File: config.mk
export PLATFORM = sky130hd
export DESIGN_NAME = count_stream_monitor
export DESIGN_NICKNAME = d
export VERILOG_FILES = /design/src/rtl/count_mon_pkg.sv /design/src/rtl/count_mon_sync.sv /design/src/rtl/count_stream_monitor.sv
export SDC_FILE = /design/constraint.sdc
export NUM_CORES = 1
export LEC_CHECK = 0
export ABC_AREA = 1
export CAP_MARGIN = 20
export CORE_UTILIZATION = 51
export DETAILED_ROUTE_END_ITERATION = 8
export PLACE_DENSITY = 0.78
export SLEW_MARGIN = 20
export SYNTH_ARGS = -nofsm -noshare
export SYNTH_HDL_FRONTEND = slang
export SYNTH_SLANG_ARGS = --single-unit
export TNS_END_PERCENT = 100
File: constraint.sdc
create_clock -name clk -period 1.68 [get_ports clk]
set_clock_uncertainty 0.05 [all_clocks]
set_input_delay 0.42 -clock clk [delete_from_list [all_inputs] [get_ports clk]]
set_output_delay 0.42 -clock clk [all_outputs]
set_load 0.005 [all_outputs]
File: src/rtl/count_mon_pkg.sv
// -----------------------------------------------------------------------------
// count_mon_pkg
// Shared definitions for the count stream monitor:
//   - tracker FSM state encoding (IDLE / SEED / TRACK / LOCKED)
//   - saturating increment helper used by the error tally
// No ports (package).
// -----------------------------------------------------------------------------
package count_mon_pkg;

   localparam int STATE_W = 2;

   localparam logic [STATE_W-1:0] ST_IDLE   = 2'd0;
   localparam logic [STATE_W-1:0] ST_SEED   = 2'd1;
   localparam logic [STATE_W-1:0] ST_TRACK  = 2'd2;
   localparam logic [STATE_W-1:0] ST_LOCKED = 2'd3;

   // Returns value+1, or max_value once value has reached it.
   // Callers zero-extend their counter to 32 bits and truncate the result.
   function automatic logic [31:0] sat_inc(input logic [31:0] value,
                                           input logic [31:0] max_value);
      if (value >= max_value)
         return max_value;
      else
         return value + 32'd1;
   endfunction

endpackage

File: src/rtl/count_mon_sync.sv
// -----------------------------------------------------------------------------
// count_mon_sync
// BITS-wide two-flop synchronizer for a count bus arriving from an unrelated
// clock domain. Multi-bit integrity relies on the source being Gray coded.
// Ports:
//   clk    in   1     destination clock, rising edge
//   rst_n  in   1     asynchronous, active-low reset
//   d      in   BITS  asynchronous count bus
//   q      out  BITS  synchronized count bus (2 cycles latency)
// -----------------------------------------------------------------------------
module count_mon_sync #(
   parameter int BITS = 2
) (
   input  logic            clk,
   input  logic            rst_n,
   input  logic [BITS-1:0] d,
   output logic [BITS-1:0] q
);

   logic [BITS-1:0] meta;

   always_ff @(posedge clk or negedge rst_n) begin
      if (!rst_n) begin
         meta <= '0;
         q    <= '0;
      end else begin
         meta <= d;
         q    <= meta;
      end
   end

endmodule

File: src/rtl/count_stream_monitor.sv
// -----------------------------------------------------------------------------
// count_stream_monitor
// Receive-side checker for a free-running count looped back onto the pads.
// Samples cnt_in every clock, locks onto the incrementing sequence, flags each
// sample that is not previous+1 (mod 2^BITS) and keeps a saturating tally.
//
// Build option: define COUNT_MON_SYNC_EN to put a 2-flop synchronizer
// (count_mon_sync) in front of the input register; cnt_in to err_pulse
// latency becomes 4 edges instead of 2.
//
// Ports:
//   clk         in   1      system clock, rising edge
//   rst_n       in   1      asynchronous, active-low reset
//   en          in   1      monitor enable (level, used unregistered)
//   clr         in   1      synchronous clear of err_count and run tracking
//   cnt_in      in   BITS   count bus from pads
//   locked      out  1      LOCK_RUN consecutive in-sequence samples since (re)seed
//   err_pulse   out  1      one-cycle pulse per out-of-sequence sample
//   err_count   out  ERR_W  saturating mismatch count
//   last_value  out  BITS   most recent sample accepted into the tracker
// -----------------------------------------------------------------------------
module count_stream_monitor
   import count_mon_pkg::*;
#(
   parameter int BITS     = 2,
   parameter int LOCK_RUN = 4,
   parameter int ERR_W    = 8
) (
   input  logic             clk,
   input  logic             rst_n,
   input  logic             en,
   input  logic             clr,
   input  logic [BITS-1:0]  cnt_in,
   output logic             locked,
   output logic             err_pulse,
   output logic [ERR_W-1:0] err_count,
   output logic [BITS-1:0]  last_value
);

   localparam int RUN_W = $clog2(LOCK_RUN);
   // Run value that, when matched once more, completes the lock run.
   localparam logic [RUN_W-1:0] RUN_LAST = RUN_W'(LOCK_RUN - 2);
   localparam logic [ERR_W-1:0] ERR_MAX  = '1;

   logic [STATE_W-1:0] state;
   logic [BITS-1:0]    stage_in;
   logic [BITS-1:0]    smp;
   logic [BITS-1:0]    exp_val;
   logic [RUN_W-1:0]   run;
   logic               match;
   logic               tracking;

`ifdef COUNT_MON_SYNC_EN
   count_mon_sync #(
      .BITS (BITS)
   ) u_sync (
      .clk   (clk),
      .rst_n (rst_n),
      .d     (cnt_in),
      .q     (stage_in)
   );
`else
   assign stage_in = cnt_in;
`endif

   // Input register stage
   always_ff @(posedge clk or negedge rst_n) begin
      if (!rst_n)
         smp <= '0;
      else
         smp <= stage_in;
   end

   // exp_val is kept BITS wide, so the all-ones -> 0 wrap compares as a match.
   assign match    = (smp == exp_val);
   assign tracking = (state == ST_TRACK) || (state == ST_LOCKED);

   // Tracker FSM, run counter and error tally
   always_ff @(posedge clk or negedge rst_n) begin
      if (!rst_n) begin
         state      <= ST_IDLE;
         locked     <= 1'b0;
         err_pulse  <= 1'b0;
         err_count  <= '0;
         last_value <= '0;
         exp_val    <= '0;
         run        <= '0;
      end else begin
         err_pulse <= 1'b0;

         if (!en) begin
            // Drop out of tracking; tally and last accepted value are kept.
            state  <= ST_IDLE;
            locked <= 1'b0;
            if (clr) begin
               err_count <= '0;
               run       <= '0;
            end
         end else begin
            case (state)
               ST_IDLE: begin
                  locked <= 1'b0;
                  state  <= ST_SEED;
               end
               ST_SEED: begin
                  last_value <= smp;
                  exp_val    <= smp + 1'b1;
                  run        <= '0;
                  state      <= ST_TRACK;
               end
               ST_TRACK, ST_LOCKED: begin
                  // A match advances the expectation; a mismatch reseeds from
                  // the offending sample. Either way the sample is accepted.
                  last_value <= smp;
                  exp_val    <= smp + 1'b1;
                  if (!match) begin
                     err_pulse <= 1'b1;
                     run       <= '0;
                     locked    <= 1'b0;
                     state     <= ST_TRACK;
                  end else if (state == ST_TRACK) begin
                     run <= run + 1'b1;
                     if (run == RUN_LAST) begin
                        state  <= ST_LOCKED;
                        locked <= 1'b1;
                     end
                  end
               end
               default: state <= ST_IDLE;
            endcase

            // clr overrides the tally and lock, but an error pulse still fires.
            if (clr) begin
               err_count <= '0;
               run       <= '0;
               locked    <= 1'b0;
               if (tracking)
                  state <= ST_TRACK;
            end else if (tracking && !match) begin
               err_count <= ERR_W'(sat_inc(32'(err_count), 32'(ERR_MAX)));
            end
         end
      end
   end

endmodule

==> results.json, run 1 <==
{
  "status": "complete, no violations",
  "internal-power_uw": 702.3,
  "syn-num-nets": 146,
  "cts-htree-levels": 1,
  "layout-drive-gt1-share": 0.1850,
  "clockBufferDepth": 2,
  "hpwlAfterDp_mm": 1.666,
  "ff_latch_area_um2": 500.5,
  "crit_type": "reg2out",
  "synth_seq_area_share": 0.4711,
  "p_sw_frac": 0.3054,
  "yosysWarnings": 0,
  "route.detailed.drc": 0,
  "viasPerCell": 5.485,
  "grt_pass1_vias": 928,
  "synth_area_per_cell_um2": 7.698,
  "synthesis.area_um2": 1062,
  "fp.dieH_um": 47.64,
  "cp_top_family": "buffers and inverters",
  "final_core_util": 0.7347,
  "crit_fanout": 2,
  "whs_ns": 0.3772,
  "dr_total_vias": 1097,
  "initial_core_util": 0.5415,
  "dp_cells": 185,
  "grt_max_degree": 21,
  "p_clk_frac": 0.237,
  "max_stage_delay_ns": 0.50,
  "design_area_um2": 1441,
  "drv_cap": 0,
  "switchingPower_uw": 308.7,
  "endpoint_kind": "output pin",
  "io_pins": 18,
  "ys_ff_latch": 20,
  "path_buf_inv": 1,
  "placedInstanceArea_um2": 1292,
  "max-vdd-ir-drop_mv": 0.5310,
  "rsz0062_at_grt": "true",
  "yosysUniqueCellTypes": 20,
  "post-route-period-util": 0.9771,
  "cts_tree": "done",
  "power_leakage_nw": 0.8785,
  "setup_viol": 0,
  "area_delta_synth_final_pct": 35.69,
  "clk_pin_slew_ns": 0.12,
  "grtUsageTotal": 0.2358,
  "antenna_left": 0,
  "port_buffers": 17,
  "finalNonFillerCells": 200,
  "detailedRoute.firstIterationViolations": 32,
  "overflow": 0,
  "cts.sinks": 20,
  "first_pass_iters": 4,
  "slew_headroom": 0.7563,
  "multi_input_area_um2": 500.5,
  "setup_tns_ns": 0,
  "max_freq_mhz": 609.2,
  "routabilityCongestion": 0.8754,
  "wl_per_cell_um": 13.78,
  "maxSlewViolCount": 0,
  "hold_viol": 0,
  "synth_cells": 138,
  "fillerInstances": 143,
  "fp.dieW_um": 47.64,
  "fp.coreArea_um2": 1962,
  "critPathSlowestCell": "clkdlybuf4s50_1",
  "hold_path.class": "in2async",
  "setup_slack_ns": 0.03851,
  "num_rows": 16,
  "worstPathCellList": "clkdlybuf4s50_1",
  "tightest_slew_ns": 0.3642,
  "p_comb_frac": 0.214,
  "cts_root_buf": "clkbuf_4",
  "insertion_delay_ns": 0.31,
  "cts_hold_buf": 0,
  "min_period_ns": 1.641,
  "pwr_density_cell_nw_per_um2": 701.4,
  "grt_first_pass_wirelength_mm": 3.663,
  "p_seq_frac": 0.549,
  "cp.required_ns": 1.21,
  "routed_wl_mm": 2.756,
  "antenna_found_initial": 0,
  "dieArea_um2": 2270,
  "finalPower_mw": 1.011,
  "post-place-ws_ns": -0.04527,
  "fin_nets": 183,
  "cp-start-kind": "flip-flop",
  "n_antenna_cell": 0,
  "cts_buffers": 3,
  "worstPathArrival_ns": 1.17
}
[cell type report]
| type | count | share of cell area |
|---|---|---|
| Multi-Input combinational cell | 97 | 0.3472 |
| Tap cell | 27 | 0.02344 |
| Inverter | 20 | 0.05208 |
| Timing Repair Buffer | 33 | 0.2144 |
| Clock buffer | 3 | 0.01563 |
| Sequential cell | 20 | 0.3472 |
[what timing repair did]
action	CTS	global route
pin swaps	0	1
endpoints found under the setup margin	7	15
resized for setup	1	12
buffers inserted	8	4
[flip-flops by register name, summed over array words and instances (netlist names)]
signal      flops
locked          1
state           2
smp             2
exp_val         2
last_value      2
run             2
err_count       8
err_pulse       1
[cells in the mapped netlist]
| cell type | count | area [um2] |
|---|---|---|
| nor2_1 | 7 | 26.28 |
| inv_1 | 16 | 60.06 |
| a21oi_1 | 3 | 15.01 |
| nand3_1 | 15 | 75.07 |
| o21ai_1 | 2 | 10.01 |
| xnor2_1 | 1 | 8.760 |
| nor2_2 | 1 | 6.260 |
| inv_2 | 4 | 15.01 |
| nor2_4 | 2 | 22.52 |
| nand3b_1 | 2 | 15.01 |
| nand3_2 | 2 | 20.02 |
| nor3_1 | 1 | 5.000 |
| nand2_2 | 3 | 18.77 |
| clkbuf_1 | 1 | 3.750 |
| ha_1 | 2 | 25.02 |
| nand4_1 | 5 | 31.28 |
| o21ai_0 | 7 | 35.03 |
| nand2_1 | 43 | 161.4 |
| o21a_1 | 1 | 7.510 |
| dfrtp_1 | 20 | 500.5 |
[path summary, 6_finish.rpt]
kind | slack [ns] | end | from | cells past startpoint
max in group asynchronous | 0.98 | err_count[0]$_DFFE_PN0P_ | rst_n | 2
worst min register to register | 0.44 | last_value[0]$_DFFE_PN0P_ | last_value[0]$_DFFE_PN0P_ | 2
worst min-delay path | 0.38 | err_count[5]$_DFFE_PN0P_ | rst_n | 2
worst max register to register | 0.12 | err_count[4]$_DFFE_PN0P_ | err_count[1]$_DFFE_PN0P_ | 8
worst max-delay path | 0.04 | last_value[1] | last_value[1]$_DFFE_PN0P_ | 1
min in group clk | 0.44 | last_value[0]$_DFFE_PN0P_ | last_value[0]$_DFFE_PN0P_ | 2
[power groups by stage]
stage	logic [mW]	clock network, mW	registers [mW]
after global routing	0.244	0.255	0.561
after floorplan	0.117	0	0.559
after detailed placement	0.207	0	0.565
final	0.217	0.239	0.555
after global placement	0.201	0	0.561
after CTS	0.214	0.229	0.554
[logic make-up (layout without fill, tap and decap cells)]
family | after synthesis | after routing | synth area share
adders and majority gates | 2 | 2 | 0.02355
AOI/OAI and AO/OA | 13 | 13 | 0.06360
buffers and inverters | 21 | 56 | 0.07420
and+or+nand+nor | 81 | 81 | 0.3592
DFF | 20 | 20 | 0.4711
xor gates and xnor gates | 1 | 1 | 0.008247
[cell usage in the layout (no fill, tap or decap), types with 4 or more instances in the layout]
cell	count
inv_1	16
nand2_1	43
dfrtp_1	20
nand4_1	5
buf_4	16
o21ai_0	6
dlymetal6s2s_1	8
nor2_1	7
inv_2	4
nand3_1	14
clkdlybuf4s50_1	8
[routing by layer]
metal | global-route usage | wire length [um] | vias to the layer above
met3 | 0.04528 | 159 | 7
li1 | - | - | 514
met1 | 0.2919 | 1093 | 530
met2 | 0.3890 | 1442 | 46
met4 | 0.1278 | 60 | 0
met5 | 0 | 0 | -
Power figures use the tool's default switching activity.
==> run 2, diff against run 1 <==
Settings changed: CAP_MARGIN 20 to 25, SETUP_SLACK_MARGIN set to 0.15.
==> run 2 against run 1 <==
Net effect:
- clock power is 4% lower
- flip-flop and latch count unchanged
- non-clock buffer count grew 2
- critical endpoint is now err_count[3]$_DFFE_PN0P_
- highest routed layer unchanged
==> results.json, run 2 (synthesis gave the netlist of run 1 again) <==
{
  "fin_nets": 185,
  "path_buf_inv": 3,
  "use_met2": 0.4137,
  "layout-drive-gt1-share": 0.2057,
  "port_buffers": 17,
  "cp-start-kind": "input pin",
  "fp.coreArea_um2": 1962,
  "cp_top_family": "buffers and inverters",
  "placedInstanceArea_um2": 1292,
  "slew_headroom": 0.7731,
  "fp.dieW_um": 47.64,
  "grtUsageMet3": 0.03774,
  "clockBufferDepth": 2,
  "grt_max_degree": 21,
  "cts.sinks": 20,
  "setup_tns_ns": 0,
  "layout_common_cells": "nand2_1 (43), dfrtp_1 (20), buf_4 (18)",
  "finalNonFillerCells": 202,
  "crit_type": "in2reg",
  "critPathSlowestCell": "clkdlybuf4s50_1",
  "largest_reg_flops": 8,
  "status": "complete, no violations",
  "n_antenna_cell": 0,
  "design_area_um2": 1449,
  "worstPathArrival_ns": 1.71,
  "endpoint_kind": "flip-flop",
  "grtUsageMet1": 0.3206,
  "grtUsageTotal": 0.2579,
  "tightest_slew_ns": 0.3399,
  "routed_wl_mm": 2.670,
  "power_leakage_nw": 0.7984,
  "worst-path-stages": 7,
  "hold_path.class": "in2async",
  "insertion_delay_ns": 0.30,
  "layout_commonest_cell": "nand2_1",
  "post-route-period-util": 0.9160,
  "route.detailed.drc": 0,
  "drv_cap": 0,
  "antenna_left": 0,
  "max_stage_delay_ns": 0.50,
  "area_delta_synth_final_pct": 36.40,
  "worstReg2RegStart": "err_count[0]$_DFFE_PN0P_",
  "hpwlAfterDp_mm": 1.666,
  "cts_root_buf": "clkbuf_4",
  "overflow": 0,
  "cts_buffers": 3,
  "initial_core_util": 0.5415,
  "dr_total_vias": 1107,
  "pwr_density_cell_nw_per_um2": 685.6,
  "setup_viol": 0,
  "worstPathCellList": "clkdlybuf4s50_1, inv_2, nor2_1, inv_1, nor2_4, nand2_1, o21ai_1",
  "grt_busiest_layer": "met2",
  "min_period_ns": 1.539,
  "maxSlewViolCount": 0,
  "crit_fanout": 8,
  "cp.required_ns": 1.85,
  "io_pins": 18,
  "max-vdd-ir-drop_mv": 0.5207,
  "cts-htree-levels": 1,
  "max_freq_mhz": 649.8,
  "antenna_found_initial": 0,
  "largest-register": "err_count",
  "cts_hold_buf": 0,
  "cts_tree": "done",
  "reg2reg_depth": 8,
  "rsz0062_at_grt": "true",
  "wl_per_cell_um": 13.22,
  "grt_first_pass_wirelength_mm": 3.953,
  "hold_viol": 0,
  "routabilityCongestion": 0.8754,
  "num_rows": 16,
  "dieArea_um2": 2270,
  "first_pass_iters": 4,
  "dp_cells": 185,
  "clk_pin_slew_ns": 0.11,
  "detailedRoute.firstIterationViolations": 47,
  "fp.dieH_um": 47.64,
  "setup.worst_path.start": "en",
  "viasPerCell": 5.480,
  "grt_pass1_vias": 962
}
-- run 2: path summary, 6_finish.rpt --
check	end	slack (ns)
setup / recovery	err_count[3]$_DFFE_PN0P_	0.14
hold reg to reg	last_value[0]$_DFFE_PN0P_	0.43
hold / removal	state[0]$_DFF_PN0_	0.38
max in group asynchronous	err_count[6]$_DFFE_PN0P_	0.98
setup reg to reg	err_count[3]$_DFFE_PN0P_	0.21
min in group clk	last_value[0]$_DFFE_PN0P_	0.43
-- run 2: power breakdown --
part,switching (mW),leakage [nW],internal [mW],total [mW]
logic,0.121,0.520,0.0882,0.210
registers,0.0332,0.265,0.521,0.554
clock network,0.146,0.0138,0.0838,0.230
-- run 2: final cells by class --
class	count	area, um2
inverters	20	75.07
clock buffers	3	22.52
fillers	151	513.0
multi-input cells	97	523.0
flip-flops and latches	20	500.5
well taps	27	33.78
repair buffers	35	294.0
-- run 2: routing by layer --
| layer | wire [um] | share of wire | vias up |
|---|---|---|---|
| li1 | - | - | 517 |
| met1 | 1001 | 0.37 | 515 |
| met2 | 1353 | 0.51 | 58 |
| met3 | 181 | 0.068 | 17 |
| met4 | 133 | 0.050 | 0 |
| met5 | 0 | 0 | - |
-- run 2: timing repair --
action                     4_1_cts  5_1_grt
resized for setup               16        5
pin swaps                        1        2
buffers inserted                11        3
setup endpoints to repair       13        9
-- run 2: through the flow --
step | setup slack [ns] | hold slack [ns] | utilization | power (mW)
2_1_floorplan | 0.3952 | 0.07441 | - | 0.6761
3_3_place_gp | -0.003282 | 0.4141 | 0.6588 | 0.7612
3_5_place_dp | -0.04527 | 0.4145 | 0.6588 | 0.7724
4_1_cts | 0.03637 | 0.4027 | 0.7156 | 0.9869
5_1_grt | 0.04900 | 0.4373 | 0.7385 | 1.046
6_report | 0.1411 | 0.3832 | 0.7385 | 0.9934
